## src/rtl/rv32i_fetch_unit_pkg.sv

```systemverilog
`default_nettype none
// ---------------------------------------------------------------------------
// rv32i_fetch_unit_pkg : shared types and constants for the rv32i fetch stage
// Revision: 1.0
// ---------------------------------------------------------------------------
package rv32i_fetch_unit_pkg;

  typedef enum logic [1:0] {
    BRANCH_NONE     = 2'd0,
    BRANCH_RELATIVE = 2'd1,
    BRANCH_ABSOLUTE = 2'd2
  } branch_type_e;

  typedef enum logic [2:0] {
    IDLE  = 3'd0,
    REQ   = 3'd1,
    WAIT  = 3'd2,
    DRAIN = 3'd3,
    HOLD  = 3'd4,
    FAULT = 3'd5
  } fetch_state_e;

  localparam int unsigned INST_BYTES = 4;

  function automatic logic is_misaligned(input logic [31:0] i_addr);
    return i_addr[1:0] != 2'b00;
  endfunction

endpackage
`default_nettype wire

```

## src/rtl/rv32i_fetch_unit_if.sv

```systemverilog
`default_nettype none
// ---------------------------------------------------------------------------
// rv32i_fetch_unit_if : execute-outcome, imem and decode buses of fetch
// Revision: 1.0
// ---------------------------------------------------------------------------
interface rv32i_fetch_unit_if;
  import rv32i_fetch_unit_pkg::*;

  logic         ex_valid;
  branch_type_e ex_branch_type;
  logic [31:0]  ex_pc;
  logic [31:0]  ex_imm;
  logic [31:0]  ex_target;

  logic         imem_req_valid;
  logic         imem_req_ready;
  logic [31:0]  imem_req_addr;
  logic         imem_resp_valid;
  logic [31:0]  imem_resp_data;

  logic         inst_valid;
  logic         inst_ready;
  logic [31:0]  inst_pc;
  logic [31:0]  inst_data;

  logic         fault;

  modport master (
    input  ex_valid, ex_branch_type, ex_pc, ex_imm, ex_target,
    input  imem_req_ready, imem_resp_valid, imem_resp_data, inst_ready,
    output imem_req_valid, imem_req_addr, inst_valid, inst_pc, inst_data, fault
  );

  modport slave (
    output ex_valid, ex_branch_type, ex_pc, ex_imm, ex_target,
    output imem_req_ready, imem_resp_valid, imem_resp_data, inst_ready,
    input  imem_req_valid, imem_req_addr, inst_valid, inst_pc, inst_data, fault
  );

endinterface
`default_nettype wire

```

## src/rtl/rv32i_fetch_target.sv

```systemverilog
`default_nettype none
// ---------------------------------------------------------------------------
// rv32i_fetch_target : resolves redirect target and alignment from execute
// Revision: 1.0
// ---------------------------------------------------------------------------
module rv32i_fetch_target
  import rv32i_fetch_unit_pkg::*;
(
  input  branch_type_e i_branch_type,
  input  logic [31:0]  i_ex_pc,
  input  logic [31:0]  i_ex_imm,
  input  logic [31:0]  i_ex_target,
  output logic         o_redirect,
  output logic [31:0]  o_target,
  output logic         o_misaligned
);

  always_comb begin
    o_redirect = 1'b0;
    o_target   = 32'h0;
    case (i_branch_type)
      BRANCH_RELATIVE: begin
        o_redirect = 1'b1;
        o_target   = i_ex_pc + i_ex_imm;
      end
      BRANCH_ABSOLUTE: begin
        o_redirect = 1'b1;
        o_target   = i_ex_target;
      end
      default: ;
    endcase
  end

  assign o_misaligned = o_redirect && is_misaligned(o_target);

endmodule
`default_nettype wire

```

## src/rtl/rv32i_fetch_unit.sv

```systemverilog
`default_nettype none
// ---------------------------------------------------------------------------
// rv32i_fetch_unit : single-outstanding instruction fetch with PC redirect
// Revision: 1.0
// ---------------------------------------------------------------------------
module rv32i_fetch_unit
  import rv32i_fetch_unit_pkg::*;
#(
  parameter logic [31:0] RESET_PC = 32'h0000_0000
) (
  input  logic               clk,
  input  logic               reset_n,
  rv32i_fetch_unit_if.master bus
);

  fetch_state_e r_state;
  fetch_state_e w_state_nxt;
  logic [31:0]  r_pc;
  logic [31:0]  w_pc_nxt;
  logic         r_fault;
  logic [31:0]  r_buf_pc;
  logic [31:0]  r_buf_data;

  logic         w_redirect_raw;
  logic [31:0]  w_target;
  logic         w_misaligned;
  logic         w_redirect;
  logic         w_capture;
  logic         w_req_valid;
  logic         w_inst_valid;
  logic         w_req_hs;

  rv32i_fetch_target u_target (
    .i_branch_type (bus.ex_branch_type),
    .i_ex_pc       (bus.ex_pc),
    .i_ex_imm      (bus.ex_imm),
    .i_ex_target   (bus.ex_target),
    .o_redirect    (w_redirect_raw),
    .o_target      (w_target),
    .o_misaligned  (w_misaligned)
  );

  assign w_redirect = bus.ex_valid && w_redirect_raw;
  assign w_req_hs   = w_req_valid && bus.imem_req_ready;

  always_ff @(posedge clk) begin
    if (!reset_n) begin
      r_state    <= IDLE;
      r_pc       <= RESET_PC;
      r_fault    <= 1'b0;
      r_buf_pc   <= 32'h0;
      r_buf_data <= 32'h0;
    end else begin
      r_state <= w_state_nxt;
      r_pc    <= w_pc_nxt;
      if (w_state_nxt == FAULT) begin
        r_fault <= 1'b1;
      end
      if (w_capture) begin
        r_buf_pc   <= r_pc;
        r_buf_data <= bus.imem_resp_data;
      end
    end
  end

  always_comb begin
    w_state_nxt  = r_state;
    w_pc_nxt     = r_pc;
    w_capture    = 1'b0;
    w_req_valid  = 1'b0;
    w_inst_valid = 1'b0;
    case (r_state)
      IDLE: w_state_nxt = REQ;
      REQ: begin
        w_req_valid = 1'b1;
        if (w_redirect) begin
          if (w_misaligned) begin
            w_state_nxt = FAULT;
          end else begin
            w_pc_nxt    = w_target;
            // An accepted request still owes a response that must be drained
            w_state_nxt = bus.imem_req_ready ? DRAIN : REQ;
          end
        end else if (bus.imem_req_ready) begin
          w_state_nxt = WAIT;
        end
      end
      WAIT: begin
        if (w_redirect) begin
          if (w_misaligned) begin
            w_state_nxt = FAULT;
          end else begin
            w_pc_nxt    = w_target;
            w_state_nxt = bus.imem_resp_valid ? REQ : DRAIN;
          end
        end else if (bus.imem_resp_valid) begin
          w_capture   = 1'b1;
          w_state_nxt = HOLD;
        end
      end
      DRAIN: begin
        if (w_redirect && w_misaligned) begin
          w_state_nxt = FAULT;
        end else begin
          if (w_redirect) begin
            w_pc_nxt = w_target;
          end
          // The owed response can coincide with a redirect; leaving then avoids waiting forever
          if (bus.imem_resp_valid) begin
            w_state_nxt = REQ;
          end
        end
      end
      HOLD: begin
        w_inst_valid = 1'b1;
        if (w_redirect) begin
          if (w_misaligned) begin
            w_state_nxt = FAULT;
          end else begin
            w_pc_nxt    = w_target;
            w_state_nxt = REQ;
          end
        end else if (bus.inst_ready) begin
          w_pc_nxt    = r_pc + 32'(INST_BYTES);
          w_state_nxt = REQ;
        end
      end
      FAULT: w_state_nxt = FAULT;
      default: w_state_nxt = IDLE;
    endcase
  end

  assign bus.imem_req_valid = w_req_valid;
  assign bus.imem_req_addr  = r_pc;
  assign bus.inst_valid     = w_inst_valid;
  assign bus.inst_pc        = r_buf_pc;
  assign bus.inst_data      = r_buf_data;
  assign bus.fault          = r_fault;

endmodule
`default_nettype wire
```

## src/flat_wrapper.sv

```systemverilog
// flat-port wrapper written by rule: the top's interface ports become plain ports
module rv32i_fetch_unit_flat import rv32i_fetch_unit_pkg::*;
#(
  parameter logic [31:0] RESET_PC = 32'h0000_0000
)
  (clk, reset_n, bus_ex_valid, bus_ex_branch_type, bus_ex_pc, bus_ex_imm, bus_ex_target, bus_imem_req_ready, bus_imem_resp_valid, bus_imem_resp_data, bus_inst_ready, bus_imem_req_valid, bus_imem_req_addr, bus_inst_valid, bus_inst_pc, bus_inst_data, bus_fault);
  rv32i_fetch_unit_if bus_i ();
  input  logic clk;
  input  logic reset_n;
  input wire logic [$bits(bus_i.ex_valid)-1:0] bus_ex_valid;
  input wire logic [$bits(bus_i.ex_branch_type)-1:0] bus_ex_branch_type;
  input wire logic [$bits(bus_i.ex_pc)-1:0] bus_ex_pc;
  input wire logic [$bits(bus_i.ex_imm)-1:0] bus_ex_imm;
  input wire logic [$bits(bus_i.ex_target)-1:0] bus_ex_target;
  input wire logic [$bits(bus_i.imem_req_ready)-1:0] bus_imem_req_ready;
  input wire logic [$bits(bus_i.imem_resp_valid)-1:0] bus_imem_resp_valid;
  input wire logic [$bits(bus_i.imem_resp_data)-1:0] bus_imem_resp_data;
  input wire logic [$bits(bus_i.inst_ready)-1:0] bus_inst_ready;
  output wire logic [$bits(bus_i.imem_req_valid)-1:0] bus_imem_req_valid;
  output wire logic [$bits(bus_i.imem_req_addr)-1:0] bus_imem_req_addr;
  output wire logic [$bits(bus_i.inst_valid)-1:0] bus_inst_valid;
  output wire logic [$bits(bus_i.inst_pc)-1:0] bus_inst_pc;
  output wire logic [$bits(bus_i.inst_data)-1:0] bus_inst_data;
  output wire logic [$bits(bus_i.fault)-1:0] bus_fault;
  assign bus_i.ex_valid = bus_ex_valid;
  assign bus_i.ex_branch_type = bus_ex_branch_type;
  assign bus_i.ex_pc = bus_ex_pc;
  assign bus_i.ex_imm = bus_ex_imm;
  assign bus_i.ex_target = bus_ex_target;
  assign bus_i.imem_req_ready = bus_imem_req_ready;
  assign bus_i.imem_resp_valid = bus_imem_resp_valid;
  assign bus_i.imem_resp_data = bus_imem_resp_data;
  assign bus_i.inst_ready = bus_inst_ready;
  assign bus_imem_req_valid = bus_i.imem_req_valid;
  assign bus_imem_req_addr = bus_i.imem_req_addr;
  assign bus_inst_valid = bus_i.inst_valid;
  assign bus_inst_pc = bus_i.inst_pc;
  assign bus_inst_data = bus_i.inst_data;
  assign bus_fault = bus_i.fault;
  rv32i_fetch_unit #(.RESET_PC(RESET_PC)) u_core (.clk(clk), .reset_n(reset_n), .bus(bus_i));
endmodule
```

## config.mk

```make
export PLATFORM = sky130hd
export DESIGN_NAME = rv32i_fetch_unit_flat
export DESIGN_NICKNAME = d
export VERILOG_FILES = /design/src/rtl/rv32i_fetch_unit_pkg.sv /design/src/rtl/rv32i_fetch_unit_if.sv /design/src/rtl/rv32i_fetch_target.sv /design/src/rtl/rv32i_fetch_unit.sv /design/src/flat_wrapper.sv
export SDC_FILE = /design/constraint.sdc
export NUM_CORES = 1
export LEC_CHECK = 0
export CORE_UTILIZATION = 30
export CTS_BUF_LIST = sky130_fd_sc_hd__clkbuf_16
export DETAILED_ROUTE_END_ITERATION = 8
export HOLD_SLACK_MARGIN = 0.06
export PLACE_DENSITY = 0.69
export SYNTH_ARGS = -nofsm -noshare
export SYNTH_HDL_FRONTEND = slang
export SYNTH_SLANG_ARGS = --single-unit
export TNS_END_PERCENT = 50
```

## constraint.sdc

```tcl
create_clock -name clk -period 2.9 [get_ports clk]
set_input_delay 0.58 -clock clk [delete_from_list [all_inputs] [get_ports clk]]
set_output_delay 0.58 -clock clk [all_outputs]
set_load 0.01 [all_outputs]
```

# Yosys cells after proc, flatten, opt, wreduce, memory -nomap -nowiden
# Index checks and enable logic that the tools add are counted.
dict set report totals {
  wordCells 56
  reg_bits 100
  output_inout_bits 99
  inputBits 136
}
dict set report classes {
  n_mux 28
  reduce_logical 9
  eq_ne 12
  addsub 2
}
# cell n
set ops {}
lappend ops {{$mux 32} 6}
lappend ops {{$pmux 32 s3} 1}
lappend ops {{$pmux 32 s2} 1}
lappend ops {{$mux 3} 11}
lappend ops {{$add 32x3->32 const B} 1}
lappend ops {{$add 32x32->32} 1}
lappend ops {{$pmux 3 s6} 1}
lappend ops {{$eq 3x3->1 const B} 3}
lappend ops {{$eq 3x2->1 const B} 2}
lappend ops {{$mux 1} 6}
lappend ops {{$reduce_and 5->1} 1}
lappend ops {{$mux 2} 2}
lappend ops {{$ne 2x1->1 const B} 2}
lappend ops {{$reduce_or 2->1} 2}
lappend ops {{$eq 3x1->1 const B} 1}
lappend ops {{$logic_and 1x1->1} 3}
lappend ops {{$logic_not 3->1} 1}
lappend ops {{$ne 3x2->1 const B} 1}
lappend ops {{$reduce_bool 3->1} 1}
lappend ops {{$eq 2x1->1 const B} 1}
lappend ops {{$eq 2x2->1 const B} 1}
lappend ops {{$ne 2x2->1 const B} 1}
lappend ops {{$reduce_bool 2->1} 1}

# Depth between registers and ports, before layout
# Gate-level depths: netlist of the first run.
dict set report depth {
  ltp_word 8
  mapped_depth 13
  mapped_depth_nobuf 12
}

# By module
# Synthesis of the first run repeated with hierarchy kept, for this count alone.
dict set report hier_totals {
  hier_cells 928
  hier_area_um2 6855.3
}
# module instances area_each_um2 cells_per_inst seq_area_each_um2
set by_module_without_submodules {}
lappend by_module_without_submodules {rv32i_fetch_unit 1 4754.6 621 2001.9}
lappend by_module_without_submodules {rv32i_fetch_target 1 2100.8 307 0.0}

# Worst setup path after synthesis of the first run
# Ideal clock, no wire load.
dict set report synth_path {
  kind {input to register}
  startpoint {in bus_ex_imm[0]}
  endpoint {reg u_core.r_pc[9] (netlist: u_core.bus.imem_req_addr[9])}
  path_stages 13
  setup_slack_ps -95
  arrival_time_ps 2872
  setup_ps 123
  path_cell_list {ha_1 > fa_1 > o21ai_1 > a21oi_1 > mux2_2 > o21ai_1 > a22o_1 > clkbuf_1 > nand2_1 > o21ai_0 > o21ai_0 > a221oi_1 > nor2_1}
}
dict set report synth_between {
  elab_chain_cells 7
  word_cells_on_any_way 13
  classes_between {add/sub: 1; eq/ne: 1; mux: 7; reduce/logical: 4}
}
# item line_no
set synth_rtl {}
lappend synth_rtl {{from (decl)} flat_wrapper.sv:13} ;# input wire logic [$bits(bus_i.ex_imm)-1:0] bus_ex_imm;
lappend synth_rtl {{$add 32x32->32 *} rv32i_fetch_target.sv:24} ;# o_target = i_ex_pc + i_ex_imm;
lappend synth_rtl {{$pmux 32 s2 *} rv32i_fetch_target.sv:21} ;# case (i_branch_type)
lappend synth_rtl {{$reduce_bool 2->1} rv32i_fetch_unit_pkg.sv:26} ;# return i_addr[1:0] != 2'b00;
lappend synth_rtl {{$logic_and 1x1->1} rv32i_fetch_target.sv:34} ;# assign o_misaligned = o_redirect && is_misaligned(o_target);
lappend synth_rtl {{$mux 32 or $logic_and 1x1->1 (tied branches)} -}
lappend synth_rtl {{$mux 32, or another cell as far along} rv32i_fetch_unit.sv:116} ;# if (w_redirect) begin
lappend synth_rtl {{$pmux 32 s3 or $reduce_and 5->1 (tied branches)} -}
lappend synth_rtl {{to (signal assigned)} rv32i_fetch_unit.sv:55} ;# r_pc <= w_pc_nxt;
lappend synth_rtl {{to (decl)} rv32i_fetch_unit.sv:18} ;# logic [31:0] r_pc;
# Every way passes the cells marked *; elsewhere a longest branch is shown, timed or not. The select of a mux whose other input is x is not followed.
# A chain may end at the register's enable or synchronous reset.

# Worst setup path in the final report of the first run
dict set report layout_path {
  startpoint {in bus_ex_pc[6]}
  endpoint {reg u_core.r_pc[17] (netlist: u_core.bus.imem_req_addr[17])}
}
dict set report layout_between {
  elab_chain_cells 5
  word_cells_on_any_way 8
  classes_between {add/sub: 1; mux: 7}
}
# item line_no
set layout_rtl {}
lappend layout_rtl {{from (decl)} flat_wrapper.sv:12} ;# input wire logic [$bits(bus_i.ex_pc)-1:0] bus_ex_pc;
lappend layout_rtl {{$add 32x32->32 *} rv32i_fetch_target.sv:24}
lappend layout_rtl {{$pmux 32 s2 *} rv32i_fetch_target.sv:21}
lappend layout_rtl {{$mux 32 (on tied branches)} -}
lappend layout_rtl {{$mux 32 (on tied branches)} {rv32i_fetch_unit.sv:116, rv32i_fetch_unit.sv:89, rv32i_fetch_unit.sv:102}}
lappend layout_rtl {{$pmux 32 s3 *} rv32i_fetch_unit.sv:72} ;# case (r_state)
# Marks and branches as above.

==> impl_metrics.json, run 1 <==
{
  "worst_slack_ns": 0.0593,
  "antennaDiodeCount": 0,
  "via_count": 7631,
  "cts-htree-levels": 3,
  "grt_pass1_vias": 7077,
  "post-place-cells": 1459,
  "fin_crit_sh": 0.980,
  "hold_viol": 0,
  "worstHoldPathType": "reg2reg",
  "fin_nets": 1374,
  "netlist_area_mm2": 0.00649,
  "whs_ns": 0.461,
  "crit_buf_inv": 1,
  "dp_hpwl_um": 18300,
  "fp.coreArea_mm2": 0.0211,
  "fp.dieH_um": 149,
  "post-place-ws_ns": -0.668,
  "vias_per_cell": 5.15,
  "cp-start-kind": "input port",
  "synth_cells": 855,
  "skew_ns": 0.0102,
  "syn-num-nets": 1026,
  "cts_buffers": 9,
  "crit_path_end_kind": "flip-flop",
  "antenna_found_initial": 0,
  "fmax_ghz": 0.352,
  "slowest_delay_ns": 0.53,
  "fin_crit_ns": 2.84,
  "wl_um": 23600,
  "peakVddDrop_mv": 0.273,
  "rsz0062_at_grt": "yes",
  "drv_cap": 0,
  "wire_per_inst_um": 15.9,
  "synth_edf_count": 0,
  "clockBufferDepth": 2,
  "p_total_w": 0.00381,
  "ios": 235,
  "drcViolationCount": 0,
  "syn_to_final_growth_pct": 67.2,
  "status": "completed",
  "total_leakage_power_nw": 4.17,
  "drive_gt1_frac": 0.186,
  "clk_pin_slew_ns": 0.07,
  "synth-async-reset-ratio": 0,
  "chipWidth_um": 149,
  "critPathArrivalTime_ns": 3.10,
  "avgSynthCellArea_um2": 7.59,
  "yosysSeqAreaShare": 0.308,
  "grt_max_degree": 65,
  "dieArea_mm2": 0.0222,
  "cp_cell_sequence": "clkdlybuf4s50_1 -> ha_4 -> a21oi_2 -> o22ai_2 -> a221o_1 -> o21ai_4 -> o221ai_2 -> xor2_1 -> a222oi_1 -> o21ai_1 -> and2_1",
  "postRouteAntennaNets": 0,
  "firstDrtPassIters": 6,
  "synth_seq_cells": 100,
  "cts_root_buf": "clkbuf_16",
  "initialDrtViolationCount": 408,
  "fin_util": 0.515,
  "final_cell_count_no_fill": 1482,
  "grt_pass1_wl_um": 36500,
  "cpMaxStageDelayCell": "clkdlybuf4s50_1",
  "cts_tree": "yes",
  "worst_pin_slew_ns": 0.407,
  "yosysWarningCount": 0,
  "required_ns": 3.16,
  "path_class": "in2reg",
  "cts.sinks": 100,
  "setup-violations-final": 0,
  "power.density_mw_per_mm2": 351,
  "clk_latency_ns": 0.36,
  "cpLargestDelayFamily": "compound AO/OA/AOI/OAI gates",
  "rows": 53,
  "port_buffers": 234,
  "gr-total-overflow": 0,
  "slew_viol_final": 0,
  "max_slew_margin": 0.726,
  "synth_ff_type": "dfxtp_1",
  "cp_max_fo": 3,
  "filler_cell_count": 2019,
  "gp_congestion": 0.963,
  "synth.distinct_cells": 74,
  "grt_use_total": 0.209,
  "start_util": 0.308
}
logic make-up (layout without fill, tap and decap cells):
group                    after synthesis  count (layout)  share of synthesized area
AND/OR/NAND/NOR                      340             340                      0.234
multiplexers                           7               7                     0.0110
AO/OA/AOI/OAI                        282             282                      0.303
buffers and inverters                 64             416                     0.0389
flip-flops                           100             100                      0.308
adder cells (fa/ha/maj)               35              35                     0.0686
XOR/XNOR                              27              27                     0.0364
report_power, final:
group          internal, W  switching (W)
clock network     0.000655       0.000529
logic             0.000648       0.000553
registers          0.00140      0.0000287
total              0.00270        0.00111
metrics by stage:
step / area, µm² / TNS (ns)
global route: 10900 / -0.108
detailed placement: 10100 / -15.21
CTS: 10600 / 0
floorplan: 6490 / -0.0444
finish: 10900 / 0
global placement: 10100 / -12.95
worst reg2reg max path, cell delays in order (launching register included):
cell and delay, ns:
dfxtp_1 0.49, and4_1 0.28, and2_0 0.30, nand2_1 0.12
or3_4 0.40, o311ai_4 0.29, o41ai_2 0.12, a22oi_1 0.22
nor2_1 0.08, a21oi_1 0.13, a21boi_1 0.08
Yosys cell counts (all sizes together) (4+ instances only):
cell type	instances	share of area
xor2	12	0.016
a21oi	48	0.039
a221oi	10	0.014
nor4	4	0.0039
clkbuf	42	0.024
and2	10	0.0096
dfxtp	100	0.31
nand2b	5	0.0048
mux2i	6	0.0093
a22oi	13	0.015
a31oi	14	0.015
xnor2	15	0.020
nor3	11	0.0085
nand4	9	0.0087
nor2b	12	0.012
nor2	40	0.024
o21a	4	0.0046
a222oi	5	0.0077
o22ai	7	0.0067
nand2	200	0.12
inv	16	0.0093
a21o	14	0.016
ha	34	0.066
and4	5	0.0067
and3	11	0.011
o21ai	62	0.048
buf	5	0.0048
nand3	21	0.016
a22o	4	0.0054
a21boi	65	0.075
a32oi	4	0.0054
o31ai	4	0.0075
final cells by class:
cell class,count,area [µm²],area share
repair buffers,384,3560,0.328
well taps,275,344,0.0317
multi-input cells,691,4600,0.424
clock inverters,6,56.3,0.00519
inverters,17,63.8,0.00588
clock buffers,9,225,0.0208
flip-flops and latches,100,2000,0.184
final timing paths:
path         cells past startpoint  slack [ns]                      endpoint                          from
max                             11        0.06  u_core.bus.imem_req_addr[17]                  bus_ex_pc[6]
min                              2        0.46      u_core.bus.inst_data[23]      u_core.bus.inst_data[23]
max reg2reg                     10        0.27  u_core.bus.imem_req_addr[31]  u_core.bus.imem_req_addr[11]
min reg2reg                      2        0.46      u_core.bus.inst_data[23]      u_core.bus.inst_data[23]
per-layer routing:
| metal | global-route usage | part of all wire |
|---|---|---|
| met5 | 0.0136 | 0.0015 |
| met4 | 0.0923 | 0.033 |
| met3 | 0.0379 | 0.071 |
| met2 | 0.346 | 0.47 |
| met1 | 0.262 | 0.42 |
cells in the final DEF, fill, tap and decap left out, drive strengths merged, types with 5 or more instances in the layout:
| cell | count |
|---|---|
| a221oi | 10 |
| o21ai | 62 |
| o22ai | 7 |
| dlymetal6s2s | 16 |
| dlygate4sd2 | 11 |
| dfxtp | 100 |
| a21boi | 65 |
| a22oi | 13 |
| nor3 | 11 |
| inv | 16 |
| nor2 | 40 |
| buf | 153 |
| clkbuf | 9 |
| a31oi | 14 |
| and2 | 10 |
| xnor2 | 15 |
| a222oi | 5 |
| and4 | 5 |
| and3 | 11 |
| a21oi | 48 |
| nand2b | 5 |
| xor2 | 12 |
| nand3 | 21 |
| nand4 | 9 |
| nand2 | 200 |
| ha | 34 |
| mux2i | 6 |
| nor2b | 12 |
| a21o | 14 |
| clkdlybuf4s50 | 204 |
what timing repair did:
action	4_1_cts	5_1_grt
cloned	0	0
hold buffers	0	0
buffers inserted	2	6
gates resized for setup	40	49
pin swaps	29	34
setup endpoints to repair	29	14
sequential cells by signal, indices dropped and copies added (netlist names):
| signal | count |
|---|---|
| u_core.bus.inst_pc | 32 |
| u_core.r_state | 3 |
| u_core.bus.imem_req_addr | 32 |
| u_core.bus.inst_data | 32 |
| u_core.bus.fault | 1 |
Power figures use the tool's default switching activity.
==> run 2: changes to the inputs <==
--- a/config.mk
+++ b/config.mk
@@ -5,11 +5,11 @@
 export SDC_FILE = /design/constraint.sdc
 export NUM_CORES = 1
 export LEC_CHECK = 0
+export CAP_MARGIN = 20
 export CORE_UTILIZATION = 30
 export CTS_BUF_LIST = sky130_fd_sc_hd__clkbuf_16
 export DETAILED_ROUTE_END_ITERATION = 8
-export HOLD_SLACK_MARGIN = 0.06
-export PLACE_DENSITY = 0.69
+export PLACE_DENSITY = 0.67
 export SYNTH_ARGS = -nofsm -noshare
 export SYNTH_HDL_FRONTEND = slang
 export SYNTH_SLANG_ARGS = --single-unit
==> constraint.sdc (replaced) <==
create_clock -name clk -period 3.23 [get_ports clk]
set_input_delay 0.646 -clock clk [delete_from_list [all_inputs] [get_ports clk]]
set_output_delay 0.646 -clock clk [all_outputs]
set_load 0.01 [all_outputs]
==> run 2 against run 1 <==
  * Final cell count is 2.3% lower
  * Global-route usage is 0.81 points lower
  * Clock skew is 0.00050 ns higher
  * Utilization is 2.8 points lower
  * Non-clock buffer count is 37 lower
  * Sequential cell count stayed put
  * Clock-buffer cell count stayed put
  * Largest cell class unchanged
==> impl_metrics.json, run 2 (synthesized netlist as in run 1, its figures left out) <==
{
  "status": "completed",
  "fin_crit_sh": 0.957,
  "clk_pin_slew_ns": 0.07,
  "worst_pin_slew_ns": 0.707,
  "fin_util": 0.486,
  "antenna_found_initial": 3,
  "rows": 53,
  "worstReg2RegEnd": "u_core.bus.imem_req_addr[31]",
  "reg2reg_slack_ns": 0.75,
  "port_buffers": 234,
  "fmax_ghz": 0.323,
  "post-place-ws_ns": -0.440,
  "p_sw_w": 0.000963,
  "swShare": 0.276,
  "worst_slack_ns": 0.137,
  "setup-violations-final": 0,
  "drv_cap": 0,
  "r2r_cells": 10,
  "dp_hpwl_um": 17700,
  "vias_per_cell": 5.03,
  "rr_startpoint": "u_core.bus.imem_req_addr[4]",
  "cts.sinks": 100,
  "layout.cells.most_common_list": "230 x clkdlybuf4s50_1, 199 x nand2_1, 110 x buf_4",
  "total_leakage_power_nw": 3.84,
  "gp_congestion": 0.887,
  "gr-total-overflow": 0,
  "grt_max_degree": 65,
  "grt_use_total": 0.201,
  "slew_viol_final": 0,
  "ios": 235,
  "postRouteAntennaNets": 0,
  "dieArea_mm2": 0.0222,
  "path_class": "in2reg",
  "grt_pass1_vias": 6816,
  "p_total_w": 0.00349,
  "rsz0062_at_grt": "no",
  "cts-htree-levels": 3,
  "clockBufferDepth": 2,
  "initialDrtViolationCount": 448,
  "p_seq_frac": 0.368,
  "max_slew_margin": 0.529,
  "holdPathEnd": "u_core.bus.inst_pc[21]",
  "fin_nets": 1337,
  "critPathArrivalTime_ns": 3.38,
  "grt_pass1_wl_um": 35100,
  "peakVddDrop_mv": 0.253,
  "power.density_mw_per_mm2": 340,
  "clk_latency_ns": 0.35,
  "drcViolationCount": 0,
  "p_clk_frac": 0.355,
  "crit_path_end_kind": "flip-flop",
  "cp_max_fo": 4,
  "wl_um": 22500,
  "whs_ns": 0.460,
  "combPwrFrac": 0.276,
  "hp-start": "u_core.bus.inst_pc[21]",
  "cellInternalPower_w": 0.00252,
  "syn_to_final_growth_pct": 58.0,
  "skew_ns": 0.0107,
  "cts_tree": "yes",
  "chipWidth_um": 149,
  "wire_per_inst_um": 15.5,
  "firstDrtPassIters": 5,
  "via_count": 7283,
  "cts_hold_buf": 0,
  "cp-start-kind": "input port",
  "worstHoldPathCells": 2,
  "worstHoldPathType": "reg2reg",
  "required_ns": 3.52,
  "hold_viol": 0,
  "cts_buffers": 9,
  "drive_gt1_frac": 0.131,
  "cts_root_buf": "clkbuf_16",
  "fp.dieH_um": 149,
  "start_util": 0.308,
  "fin_crit_ns": 3.09,
  "final_common_cell": "clkdlybuf4s50_1",
  "fp.coreArea_mm2": 0.0211
}
## run 2: changes by cell type in the layout (fill, tap and decap cells not counted), moves of 4 or more
| cell | previous run | this run |
|---|---|---|
| o21ai_0 | 52 | 56 |
| buf_4 | 142 | 110 |
| ha_4 | 14 | 0 |
| dlygate4sd2_1 | 11 | 0 |
| a21oi_1 | 39 | 44 |
| a21oi_2 | 7 | 3 |
| ha_1 | 20 | 32 |
| clkdlybuf4s50_1 | 204 | 230 |
| dlymetal6s2s_1 | 16 | 3 |
## run 2: per-stage QoR
| stage | area (µm²) | cells | setup TNS (ns) |
|---|---|---|---|
| 2_1_floorplan | 6490 | 855 | 0 |
| 3_3_place_gp | 9850 | 1427 | -5.04 |
| 3_5_place_dp | 9850 | 1427 | -6.33 |
| 4_1_cts | 10200 | 1444 | 0 |
| 5_1_grt | 10300 | 1448 | 0 |
| 6_report | 10300 | 1448 | 0 |
## run 2: area by class of cell
| cell class | instances | area [µm²] |
|---|---|---|
| antenna | 2 | 5.00 |
| clock buffer | 9 | 225 |
| clock inverter | 7 | 108 |
| fill | 2076 | 10800 |
| inverter | 17 | 63.8 |
| multi-input combinational | 691 | 4280 |
| sequential | 100 | 2000 |
| tap | 275 | 344 |
| timing repair buffer | 347 | 3230 |
## run 2: metal layers
layer,GRT usage,share of wire
met5,0,0.00036
met4,0.0745,0.020
met1,0.263,0.45
met3,0.0336,0.070
met2,0.329,0.46
## run 2: worst max path at each step
stage | startpoint | endpoint | cells after the start
2_1_floorplan | bus_ex_imm[0] | u_core.bus.imem_req_addr[9] | 13
3_3_place_gp | bus_ex_imm[0] | u_core.bus.imem_req_addr[30] | 13
4_1_cts | bus_ex_imm[0] | u_core.bus.imem_req_addr[30] | 13
5_1_grt | bus_ex_imm[7] | u_core.bus.imem_req_addr[30] | 12
6_report | bus_ex_imm[7] | u_core.bus.imem_req_addr[30] | 12
3_5_place_dp | bus_ex_imm[0] | u_core.bus.imem_req_addr[30] | 13
## run 2: what timing repair did
action,4_1_cts,5_1_grt
endpoints found under the setup margin,1,17
setup buffers,1,2
pin swaps,3,14
gates cloned,0,0
gates resized for setup,1,9
## run 2: worst max-delay path, stage by stage
cell and delay (ns):
clkdlybuf4s50_1 0.41, ha_1 0.35, a21o_1 0.21, nand3_1 0.08
o21ai_0 0.14, a21oi_4 0.16, nand4b_1 0.16, a31o_1 0.26
or4_1 0.48, a31oi_2 0.21, xnor2_1 0.15, o2bb2ai_1 0.13
## run 2: power groups by stage
stage	combinational [W]	sequential, W	clock (W)
after floorplan	0.000463	0.00131	0
final	0.000962	0.00128	0.00124
after CTS	0.000950	0.00128	0.00126
after global placement	0.000939	0.00131	0
after detailed placement	0.000944	0.00131	0
after global routing	0.00105	0.00129	0.00132
